===== config.mk =====
export PLATFORM = sky130hd
export DESIGN_NAME = score_digits_renderer
export DESIGN_NICKNAME = d
export VERILOG_FILES = /design/src/rtl/score_disp_pkg.sv /design/src/rtl/score_digits_renderer_bin2bcd.sv /design/src/rtl/score_digits_renderer.sv
export SDC_FILE = /design/constraint.sdc
export NUM_CORES = 1
export LEC_CHECK = 0
export ABC_CLOCK_PERIOD_IN_PS = 2100
export BUFFER_PORTS_ARGS = -buffer_cell sky130_fd_sc_hd__buf_2
export CORE_MARGIN = 2
export CORE_UTILIZATION = 30
export DETAILED_ROUTE_END_ITERATION = 10
export PLACE_DENSITY_LB_ADDON = 0.1
export SETUP_SLACK_MARGIN = 0.4
export SLEW_MARGIN = 20
export SYNTH_ARGS = -nofsm -noshare
export SYNTH_HDL_FRONTEND = slang
export SYNTH_SLANG_ARGS = --single-unit

===== constraint.sdc =====
create_clock -name clk -period 2.1 [get_ports clk]
set_input_delay 0.21 -clock clk [delete_from_list [all_inputs] [get_ports clk]]
set_output_delay 0.21 -clock clk [all_outputs]
set_load 0.01 [all_outputs]

===== src/rtl/score_disp_pkg.sv =====
// rtl/score_disp_pkg.sv - glyph geometry, segment decode and BCD sizing for the score renderer
`timescale 1ns/1ps
package score_disp_pkg;

    // Digit cell footprint in pixels.
    localparam logic [3:0] CELL_W = 4'd13;
    localparam logic [3:0] CELL_H = 4'd15;

    // Horizontal bars: a on top, g in the middle, d at the bottom.
    localparam logic [3:0] SEG_A_Y1 = 4'd3;
    localparam logic [3:0] SEG_G_Y0 = 4'd6;
    localparam logic [3:0] SEG_G_Y1 = 4'd8;
    localparam logic [3:0] SEG_D_Y0 = 4'd11;

    // Vertical bars: upper pair (f, b) ends at row 8, lower pair (e, c) starts at row 6.
    localparam logic [3:0] SEG_UP_Y1 = 4'd8;
    localparam logic [3:0] SEG_LO_Y0 = 4'd6;
    localparam logic [3:0] SEG_L_X1  = 4'd2;
    localparam logic [3:0] SEG_R_X0  = 4'd10;

    // Segment mask {a,b,c,d,e,f,g} for a decimal digit; non-decimal codes draw nothing.
    function automatic logic [6:0] seg_of_digit(input logic [3:0] digit);
        case (digit)
            4'd0:    return 7'b111_1110;
            4'd1:    return 7'b011_0000;
            4'd2:    return 7'b110_1101;
            4'd3:    return 7'b111_1001;
            4'd4:    return 7'b011_0011;
            4'd5:    return 7'b101_1011;
            4'd6:    return 7'b101_1111;
            4'd7:    return 7'b111_0000;
            4'd8:    return 7'b111_1111;
            4'd9:    return 7'b111_1011;
            default: return 7'b000_0000;
        endcase
    endfunction

    // Which segments {a,b,c,d,e,f,g} cover a cell-relative pixel (caller guarantees it is inside the cell).
    function automatic logic [6:0] seg_at(input logic [3:0] cx, input logic [3:0] cy);
        logic sa, sb, sc, sd, se, sf, sg;
        sa = (cy <= SEG_A_Y1);
        sg = (cy >= SEG_G_Y0) && (cy <= SEG_G_Y1);
        sd = (cy >= SEG_D_Y0);
        sf = (cy <= SEG_UP_Y1) && (cx <= SEG_L_X1);
        sb = (cy <= SEG_UP_Y1) && (cx >= SEG_R_X0);
        se = (cy >= SEG_LO_Y0) && (cx <= SEG_L_X1);
        sc = (cy >= SEG_LO_Y0) && (cx >= SEG_R_X0);
        return {sa, sb, sc, sd, se, sf, sg};
    endfunction

    // Decimal digits needed to hold any width-bit value: ceil(width*log10(2)) + 1.
    function automatic int bcd_digits(input int width);
        return (width * 30103 + 99999) / 100000 + 1;
    endfunction

endpackage


===== src/rtl/score_digits_renderer_bin2bcd.sv =====
// rtl/score_digits_renderer_bin2bcd.sv - sequential double-dabble binary to BCD converter
`timescale 1ns/1ps
module bin2bcd_seq
    import score_disp_pkg::*;
#(
    parameter int BIN_W = 8,
    parameter int BCD_D = bcd_digits(BIN_W)
) (
    input  logic                 clk,
    input  logic                 rst_n,
    input  logic                 start,
    input  logic [BIN_W-1:0]     bin,
    output logic                 busy,
    output logic                 done,
    output logic [4*BCD_D-1:0]   bcd
);

    localparam logic [1:0] S_IDLE   = 2'd0;
    localparam logic [1:0] S_SHIFT  = 2'd1;
    localparam logic [1:0] S_COMMIT = 2'd2;

    localparam int             CNT_W = $clog2(BIN_W + 1);
    localparam logic [CNT_W-1:0] LAST_BIT = CNT_W'(BIN_W - 1);

    logic [1:0]          state;
    logic [BIN_W-1:0]    shreg;
    logic [4*BCD_D-1:0]  acc;
    logic [4*BCD_D-1:0]  acc_adj;
    logic [CNT_W-1:0]    cnt;

    // Add-3 correction on every nibble that would overflow past 9 after the next shift.
    always_comb begin
        acc_adj = acc;
        for (int i = 0; i < BCD_D; i++) begin
            if (acc[4*i +: 4] >= 4'd5) begin
                acc_adj[4*i +: 4] = acc[4*i +: 4] + 4'd3;
            end
        end
    end

    // IDLE -> SHIFT (BIN_W cycles) -> COMMIT (1 cycle) -> IDLE; start is ignored outside IDLE.
    always_ff @(posedge clk or negedge rst_n) begin
        if (!rst_n) begin
            state <= S_IDLE;
            shreg <= '0;
            acc   <= '0;
            cnt   <= '0;
        end else begin
            case (state)
                S_IDLE: begin
                    if (start) begin
                        shreg <= bin;
                        acc   <= '0;
                        cnt   <= '0;
                        state <= S_SHIFT;
                    end
                end
                S_SHIFT: begin
                    {acc, shreg} <= {acc_adj, shreg} << 1;
                    cnt          <= cnt + CNT_W'(1);
                    if (cnt == LAST_BIT) begin
                        state <= S_COMMIT;
                    end
                end
                S_COMMIT: begin
                    state <= S_IDLE;
                end
                default: begin
                    state <= S_IDLE;
                end
            endcase
        end
    end

    assign busy = (state != S_IDLE);
    assign done = (state == S_COMMIT);
    assign bcd  = acc;

endmodule


===== src/rtl/score_digits_renderer.sv =====
// rtl/score_digits_renderer.sv - frame-latched score rendered as seven-segment digit cells
`timescale 1ns/1ps
module score_digits_renderer
    import score_disp_pkg::*;
#(
    parameter int SCORE_W     = 8,
    parameter int NUM_DIGITS  = 3,
    parameter int X0          = 10,
    parameter int Y0          = 15,
    parameter int DIGIT_PITCH = 20,
    parameter int BLANK_LZ    = 1
) (
    input  logic               clk,
    input  logic               rst_n,
    input  logic [SCORE_W-1:0] score,
    input  logic               frame_start,
    input  logic [9:0]         H_Coord,
    input  logic [9:0]         V_Coord,
    output logic               points_display,
    output logic               busy,
    output logic               overflow
);

    localparam int BCD_D = bcd_digits(SCORE_W);
    // At least one nibble above the displayed digits so the overflow test is never empty.
    localparam int EXT_D = (BCD_D > NUM_DIGITS) ? BCD_D : NUM_DIGITS + 1;

    logic                    conv_done;
    logic [4*BCD_D-1:0]      conv_bcd;
    logic [4*EXT_D-1:0]      bcd_ext;
    logic                    conv_over;
    logic [4*NUM_DIGITS-1:0] disp;
    logic [3:0]              dig_arr [8];
    logic [7:0]              lz;

    bin2bcd_seq #(
        .BIN_W (SCORE_W),
        .BCD_D (BCD_D)
    ) u_conv (
        .clk   (clk),
        .rst_n (rst_n),
        .start (frame_start),
        .bin   (score),
        .busy  (busy),
        .done  (conv_done),
        .bcd   (conv_bcd)
    );

    assign bcd_ext   = (4*EXT_D)'(conv_bcd);
    assign conv_over = |bcd_ext[4*EXT_D-1:4*NUM_DIGITS];

    // Displayed digits change only on COMMIT, all at once; overflow saturates the display to all 9s.
    always_ff @(posedge clk or negedge rst_n) begin
        if (!rst_n) begin
            disp     <= '0;
            overflow <= 1'b0;
        end else if (conv_done) begin
            overflow <= conv_over;
            disp     <= conv_over ? {NUM_DIGITS{4'h9}} : bcd_ext[4*NUM_DIGITS-1:0];
        end
    end

    // Fixed 8-entry digit view so a 3-bit index never leaves the array; unused slots read as zero.
    for (genvar k = 0; k < 8; k++) begin : g_dig
        if (k < NUM_DIGITS) begin : g_used
            assign dig_arr[k] = disp[4*k +: 4];
        end else begin : g_pad
            assign dig_arr[k] = 4'd0;
        end
    end

    // lz[d] = digits d..top are all zero (leading-zero run seen from the most significant end).
    always_comb begin
        logic zrun;
        lz   = '0;
        zrun = 1'b1;
        for (int k = 7; k >= 0; k--) begin
            zrun  = zrun && (dig_arr[k] == 4'd0);
            lz[k] = zrun;
        end
    end

    logic        s1_in_cell_d;
    logic [2:0]  s1_idx_d;
    logic [3:0]  s1_cx_d;
    logic [10:0] dxk;
    logic [10:0] dy;
    logic        in_rows;

    // 11-bit subtraction: a coordinate left of / above an origin goes negative instead of wrapping.
    assign dy      = {1'b0, V_Coord} - 11'(Y0);
    assign in_rows = !dy[10] && (dy < 11'(CELL_H));

    // Find which digit cell (if any) the column falls in; the inter-digit gap matches no cell.
    always_comb begin
        s1_in_cell_d = 1'b0;
        s1_idx_d     = 3'd0;
        s1_cx_d      = 4'd0;
        dxk          = '0;
        for (int k = 0; k < NUM_DIGITS; k++) begin
            dxk = {1'b0, H_Coord} - 11'(X0 + k * DIGIT_PITCH);
            if (!dxk[10] && (dxk < 11'(CELL_W))) begin
                s1_in_cell_d = in_rows;
                s1_idx_d     = 3'(NUM_DIGITS - 1 - k);
                s1_cx_d      = dxk[3:0];
            end
        end
    end

    logic       s1_in_cell;
    logic [2:0] s1_idx;
    logic [3:0] s1_cx;
    logic [3:0] s1_cy;

    // Stage 1: cell membership, digit index and cell-relative coordinates.
    always_ff @(posedge clk or negedge rst_n) begin
        if (!rst_n) begin
            s1_in_cell <= 1'b0;
            s1_idx     <= 3'd0;
            s1_cx      <= 4'd0;
            s1_cy      <= 4'd0;
        end else begin
            s1_in_cell <= s1_in_cell_d;
            s1_idx     <= s1_idx_d;
            s1_cx      <= s1_cx_d;
            s1_cy      <= dy[3:0];
        end
    end

    logic seg_hit;
    logic blanked;

    assign seg_hit = |(seg_of_digit(dig_arr[s1_idx]) & seg_at(s1_cx, s1_cy));
    assign blanked = (BLANK_LZ != 0) && (s1_idx != 3'd0) && lz[s1_idx];

    // Stage 2: pixel is lit when it sits on a segment of a non-blanked digit.
    always_ff @(posedge clk or negedge rst_n) begin
        if (!rst_n) begin
            points_display <= 1'b0;
        end else begin
            points_display <= s1_in_cell && seg_hit && !blanked;
        end
    end

endmodule


==> results of run 1 <==
## final timing paths
check / to / cells after the start
min: s1_in_cell / 2
min in group asynchronous: u_conv.cnt[1] / 3
max: points_display / 9
max reg2reg: points_display / 9
max in group asynchronous: s1_idx[1] / 3
min reg2reg: disp[5] / 2
## routing by layer
metal	wire (µm)	vias up	share of wire (%)
met1	3690	1282	50
met3	169	10	2.3
met4	85	0	1.2
li1	-	1376	-
met5	0	-	0
met2	3410	30	46
## cells in the final DEF (no fill, tap or decap), types with 9 or more instances in the layout
master	synthesis	routed
nor2b_1	11	11
a21oi_1	28	25
nand3_1	10	9
inv_1	21	20
ha_1	23	21
buf_2	3	33
nand2_1	30	30
o21ai_0	34	34
buf_4	1	16
nor2_1	23	23
dfrtp_1	55	54
## cell usage after synthesis, drive strengths merged, types with 4 or more instances
| master | number |
|---|---|
| dfrtp | 55 |
| o21ai | 38 |
| nand2 | 30 |
| a21oi | 28 |
| ha | 23 |
| nor2 | 23 |
| inv | 22 |
| nor2b | 11 |
| nand3 | 10 |
| clkbuf | 9 |
| a22oi | 8 |
| nor3 | 8 |
| a22o | 7 |
| mux2i | 7 |
| nand2b | 7 |
| xnor2 | 7 |
| xor2 | 7 |
| buf | 5 |
| o211ai | 5 |
| and3 | 4 |
| o22a | 4 |
| o31ai | 4 |
## metrics by stage
step	setup WS (ps)	utilization, %	power, mW	hold WS [ps]
after floorplan	163	-	3.17	-85.6
after detailed placement	106	34.2	3.78	238
final	126	36.0	4.52	69.9
after global placement	147	34.2	3.77	240
after CTS	150	35.4	4.50	50.5
after global routing	18.3	36.0	4.99	53.5
## sequential cells by signal, indices dropped and copies added (netlist names)
name	flops
s1_idx	2
u_conv.shreg	8
s1_cx	4
s1_in_cell	1
overflow	1
u_conv.bcd	16
s1_cy	4
disp	12
u_conv.cnt	4
points_display	1
u_conv.state	2
## repair_timing
item | in CTS | in global routing
hold buffers | 1 | 0
endpoints found under the hold margin | 55 | 0
buffers inserted | 1 | 3
endpoints found under the setup margin | 1 | 5
pin swaps | 0 | 6
gates resized for setup | 1 | 10
## kinds of logic (layout without fill, tap and decap cells)
group           Yosys count  in the layout  share of synthesized area, %
xor+xnor                 14             14                          3.71
flops                    55             55                          41.7
simple gates            107            107                          15.8
mux                       8              8                          2.57
buf+inv                  36             80                          4.54
fa+ha+maj                23             23                          8.71
compound gates          117            117                          23.0
## power groups by stage
| stage | clock, mW | sequential, mW | combinational [mW] |
|---|---|---|---|
| after floorplan | 0 | 1.68 | 1.49 |
| after global placement | 0 | 1.77 | 1.99 |
| after detailed placement | 0 | 1.77 | 2.01 |
| after CTS | 0.722 | 1.75 | 2.03 |
| after global routing | 0.755 | 1.82 | 2.41 |
| final | 0.691 | 1.76 | 2.07 |
## area by class of cell
class,instances,share of cell area (%)
clock buffers,6,1.87
clock inverters,1,0.774
inverters,22,2.19
multi-input cells,269,47.0
flip-flops and latches,55,35.5
well taps,140,4.51
repair buffers,51,8.12
==> metrics.cfg, run 1 <==
[run_status]
status=finished clean

[worst_setup_path]
arrival_ps=2200
worstSetupPathType=register to register
required_ps=2330
critical_path.max_stage_delay_ps=430
r2r-start=s1_idx[1]
end_kind=register
worst-r2r-setup-slack_ps=130
startpoint=s1_idx[1]
crit_chain=mux2i_1 -> nor2_1 -> a31oi_2 -> buf_4 -> ha_1 -> a211oi_2 -> a21oi_1 -> o211a_1 -> a31oi_1
critPathMaxFanout=6
startpoint_type=register
cp_top_family=compound AO/OA/AOI/OAI gates
slowest_stage=dfrtp_2
crit_buf_inv=1

[global_route]
grt_use_met1_pct=18.9
antenna_found_initial=0
grt_pass1_vias=2688
met2_usage_pct=21.3
grt.total_usage_pct=13.4
grt_start_max_net_pins=56
grt_busiest_layer=met2
grt_pass1_wl_um=12900
grt_use_met3_pct=2.39
grt-ovfl-total=0

[synthesis]
synth_top_area_share_pct=41.7
synth-warning-count=0
syn_inst=360
yosysUniqueCellTypes=54
async_reset_ff_share_pct=100
mappedNetlistNets=414
synth-seq-area-share_pct=41.7
avgSynthCellArea_um2=9.18
synth.cell_area_um2=3300
ys.flop_type=dfrtp_1
synth_edf_count=0
synthTopCellsByArea=dfrtp_1 42%, ha_1 8.7%, o21ai_0 5.1%
ys_seq_elements=55
yosys.area.top_type=dfrtp_1

[layout]
multi_input_area_um2=1830
n_antenna_cell=0
final_layout_size_suffix_gt1_share_pct=18.6
stdcell_count=544
num-fill-cells=1095
area_growth_pct=17.5
stdcell_area_um2=3880
seq_area_um2=1380
final_nets=458

[power]
power.internal_mw=2.72
switchingPower_mw=1.80
pwr-share-clk_pct=15.3
p_comb_share_pct=45.8
p_leak_nw=1.74
peakVddDrop_uv=395
p_seq_share_pct=38.9
power-per-cell-area_nw_per_um2=1170
p_sw_share_pct=39.8

[detailed_routing]
vias=2698
avgViaCountPerCell=4.96
drt_drc_violations_left=0
wl_um=7350
wire_per_inst_um=13.5
ant_nets=0
dr.pass1.iters=4
drtIter0Drc=145

[clocking]
clkSinkCount=55
clockBufferDepth=2
path_clk_slew_ps=90
cts_tree=done
insertion_delay_ps=310
root_buffer=clkbuf_8
htreeDepth=2
numCtsBuffers=5

[sta]
hold_viol=0
fin_tns_setup_ps=0
fmax_mhz=507
rsz0062_at_grt=true
setup_violations=0
skew_ps=9.04
min_period_ps=1970
fin_crit_sh_pct=94.0
slew_headroom_pct=65.6
tightest_slew_ps=515
slew_viol_final=0

[placement]
gp_congestion=0.790
dpl.hpwl_um=5310
place_area_um2=3700
io_buffers=33
place_inst=532

[job]
drv_cap=0

[die]
die_w_um=109
core_um2=10800
pin_count=34
rows=38
dieArea_um2=11900
die_h_um=109
floorplan.initialDensity_pct=30.6

[hold_path]
min-delay-start=V_Coord[9]
hp-class=input pin to register

Power figures use the tool's default switching activity.
==> run 2, diff against run 1 <==
--- a/config.mk
+++ b/config.mk
@@ -7,8 +7,9 @@
 export LEC_CHECK = 0
 export ABC_CLOCK_PERIOD_IN_PS = 2100
 export BUFFER_PORTS_ARGS = -buffer_cell sky130_fd_sc_hd__buf_2
+export CAP_MARGIN = 20
 export CORE_MARGIN = 2
-export CORE_UTILIZATION = 30
+export CORE_UTILIZATION = 45
 export DETAILED_ROUTE_END_ITERATION = 10
 export PLACE_DENSITY_LB_ADDON = 0.1
 export SETUP_SLACK_MARGIN = 0.4
==> run 2 against run 1 <==
  * Clock power up 3.9%
  * Critical endpoint unchanged
  * Highest routed layer unchanged
  * Largest cell class unchanged
  * Worst hold slack lost 67 ps
  * Design area shrank 3.0%
  * Setup slack improved by 15 ps
  * Total power down 1.3%
==> metrics.cfg, run 2 (synthesized netlist as in run 1, its figures left out) <==
[worst_setup_path]
critical_path.max_stage_delay_ps=430  ; about the same
arrival_ps=2190  ; was 2200 ps
critPathMaxFanout=5  ; was 6
crit_chain=mux2i_1 -> nor2_1 -> a31oi_2 -> inv_1 -> ha_2 -> mux2i_1 -> nor2_1 -> o32a_1 -> o211a_1 -> a31oi_1  ; was mux2i_1 -> nor2_1 -> a31oi_2 -> buf_4 -> ha_1 -> a211oi_2 -> a21oi_1 -> o211a_1 -> a31oi_1
startpoint_type=register  ; unchanged
worstSetupPathType=register to register  ; unchanged
end_kind=register  ; unchanged
ff2ff_path_depth=10  ; was 9
required_ps=2330  ; about the same
slowest_stage=dfrtp_2  ; unchanged

[detailed_routing]
drtIter0Drc=119  ; was 145
wire_per_inst_um=13.7  ; was 13.5 µm
vias=2673  ; was 2698
dr.pass1.iters=4  ; unchanged
avgViaCountPerCell=5.35  ; was 4.96
ant_nets=0  ; unchanged
wl_um=6840  ; was 7350 µm
drt_drc_violations_left=0  ; unchanged

[layout]
final_nets=454  ; was 458
layout_commonest_cell=dfrtp_1  ; unchanged
num-fill-cells=694  ; was 1095
area_growth_pct=14.0  ; was 17.5%
final_core_util_pct=52.5  ; was 36.0%
final_cell_mix=54 x dfrtp_1, 34 x o21ai_0, 33 x buf_2, 30 x nand2_1, 27 x a21oi_1  ; was 54 x dfrtp_1, 34 x o21ai_0, 33 x buf_2, 30 x nand2_1, 25 x a21oi_1
largest_reg_flops=16  ; unchanged
stdcell_count=500  ; was 544
seq_area_um2=1380  ; unchanged
multi_input_area_um2=1800  ; was 1830 µm²
final_layout_size_suffix_gt1_share_pct=17.0  ; was 18.6%
n_antenna_cell=0  ; unchanged

[sta]
skew_ps=20.2  ; was 9.04 ps
slew_viol_final=0  ; unchanged
setup_violations=0  ; unchanged
tightest_slew_ps=684  ; was 515 ps
fin_crit_sh_pct=93.3  ; was 94.0%
rsz0062_at_grt=true  ; unchanged
worst_slack_ps=141  ; was 126 ps
fmax_mhz=511  ; was 507 MHz
slew_headroom_pct=54.4  ; was 65.6%
hold_viol=0  ; unchanged
min_period_ps=1960  ; was 1970 ps

[clocking]
clkSinkCount=55  ; unchanged
cts_tree=done  ; unchanged
numCtsBuffers=5  ; unchanged
htreeDepth=2  ; unchanged
insertion_delay_ps=320  ; was 310 ps
root_buffer=clkbuf_8  ; unchanged
path_clk_slew_ps=100  ; was 90 ps
clockBufferDepth=2  ; unchanged

[placement]
place_inst=491  ; was 532
gp_congestion=0.848  ; was 0.790
io_buffers=33  ; unchanged
dpl.hpwl_um=5050  ; was 5310 µm
pre_cts_slack_ps=117  ; was 106 ps

[power]
p_leak_nw=1.73  ; was 1.74 nW
power-per-cell-area_nw_per_um2=1190  ; was 1170 nW/µm²
total_power_mw=4.47  ; was 4.52 mW
peakVddDrop_uv=505  ; was 395 µV
p_seq_share_pct=39.1  ; was 38.9%
switchingPower_mw=1.77  ; was 1.80 mW
p_sw_share_pct=39.6  ; was 39.8%
pwr-share-clk_pct=16.1  ; was 15.3%
p_comb_share_pct=44.8  ; was 45.8%
power.internal_mw=2.70  ; was 2.72 mW

[global_route]
grt-ovfl-total=0  ; unchanged
grt.total_usage_pct=18.6  ; was 13.4%
grt_pass1_vias=2446  ; was 2688
grt_pass1_wl_um=11700  ; was 12900 µm
antenna_found_initial=0  ; unchanged
grt_start_max_net_pins=56  ; unchanged

[die]
die_w_um=89.7  ; was 109 µm
floorplan.initialDensity_pct=46.1  ; was 30.6%
rows=31  ; was 38
die_h_um=89.7  ; was 109 µm
pin_count=34  ; unchanged
dieArea_um2=8040  ; was 11900 µm²
core_um2=7180  ; was 10800 µm²

[job]
drv_cap=0  ; unchanged

[run_status]
status=finished clean  ; unchanged

[hold_path]
hp-class=input pin to asynchronous set/reset pin  ; was input pin to register

run 2: power by group through the flow:
stage | sequential [mW] | combinational, mW | clock (mW)
after global routing | 1.80 | 2.33 | 0.790
after detailed placement | 1.76 | 1.99 | 0
after global placement | 1.76 | 1.95 | 0
after CTS | 1.74 | 2.02 | 0.736
final | 1.75 | 2.00 | 0.718
after floorplan | 1.68 | 1.49 | 0
run 2: path summary, 6_finish.rpt:
check | start | to | slack, ps
max | s1_idx[1] | points_display | 140
min | rst_n | disp[11] | 3
max reg2reg | s1_idx[1] | points_display | 140
min reg2reg | overflow | overflow | 520
max in group asynchronous | rst_n | s1_idx[1] | 1600
min in group clk | V_Coord[9] | s1_in_cell | 50
run 2: area by class of cell:
cell class	count	area share, %
inverter	22	2.19
clock buffer	5	1.83
clock inverter	3	1.23
timing repair buffer	47	7.18
tap	99	3.29
multi-input combinational	269	47.7
sequential	55	36.6
run 2: per-stage QoR:
stage	hold WS (ps)	cell area (µm²)	TNS, ps
after global routing	41.1	3770	-3.60
final	2.63	3770	0
after floorplan	-85.6	3310	0
after CTS	40.1	3750	0
after detailed placement	385	3630	0
after global placement	389	3630	0
run 2: repair_timing:
action,in CTS,in global routing
gates resized for setup,0,3
hold buffers,0,0
setup endpoints to repair,1,3
buffers inserted,1,0
gates cloned,0,0
run 2: layer usage:
layer  global-route usage (%)  wire length (µm)  vias up
met2                     29.1              3220       30
li1                         -                 -     1362
met4                     5.02                77        0
met3                     4.11               188        6
met5                        0                 0        -
met1                     26.2              3360     1275
run 2: critical path: cells and delay by family (launching register included):
kind	cells	cell delay [ps]
and+or+nand+nor	2	120
muxes	2	330
AOI/OAI and AO/OA	4	730
adders and majority gates	1	190
DFF	1	430
buffers and inverters	1	80
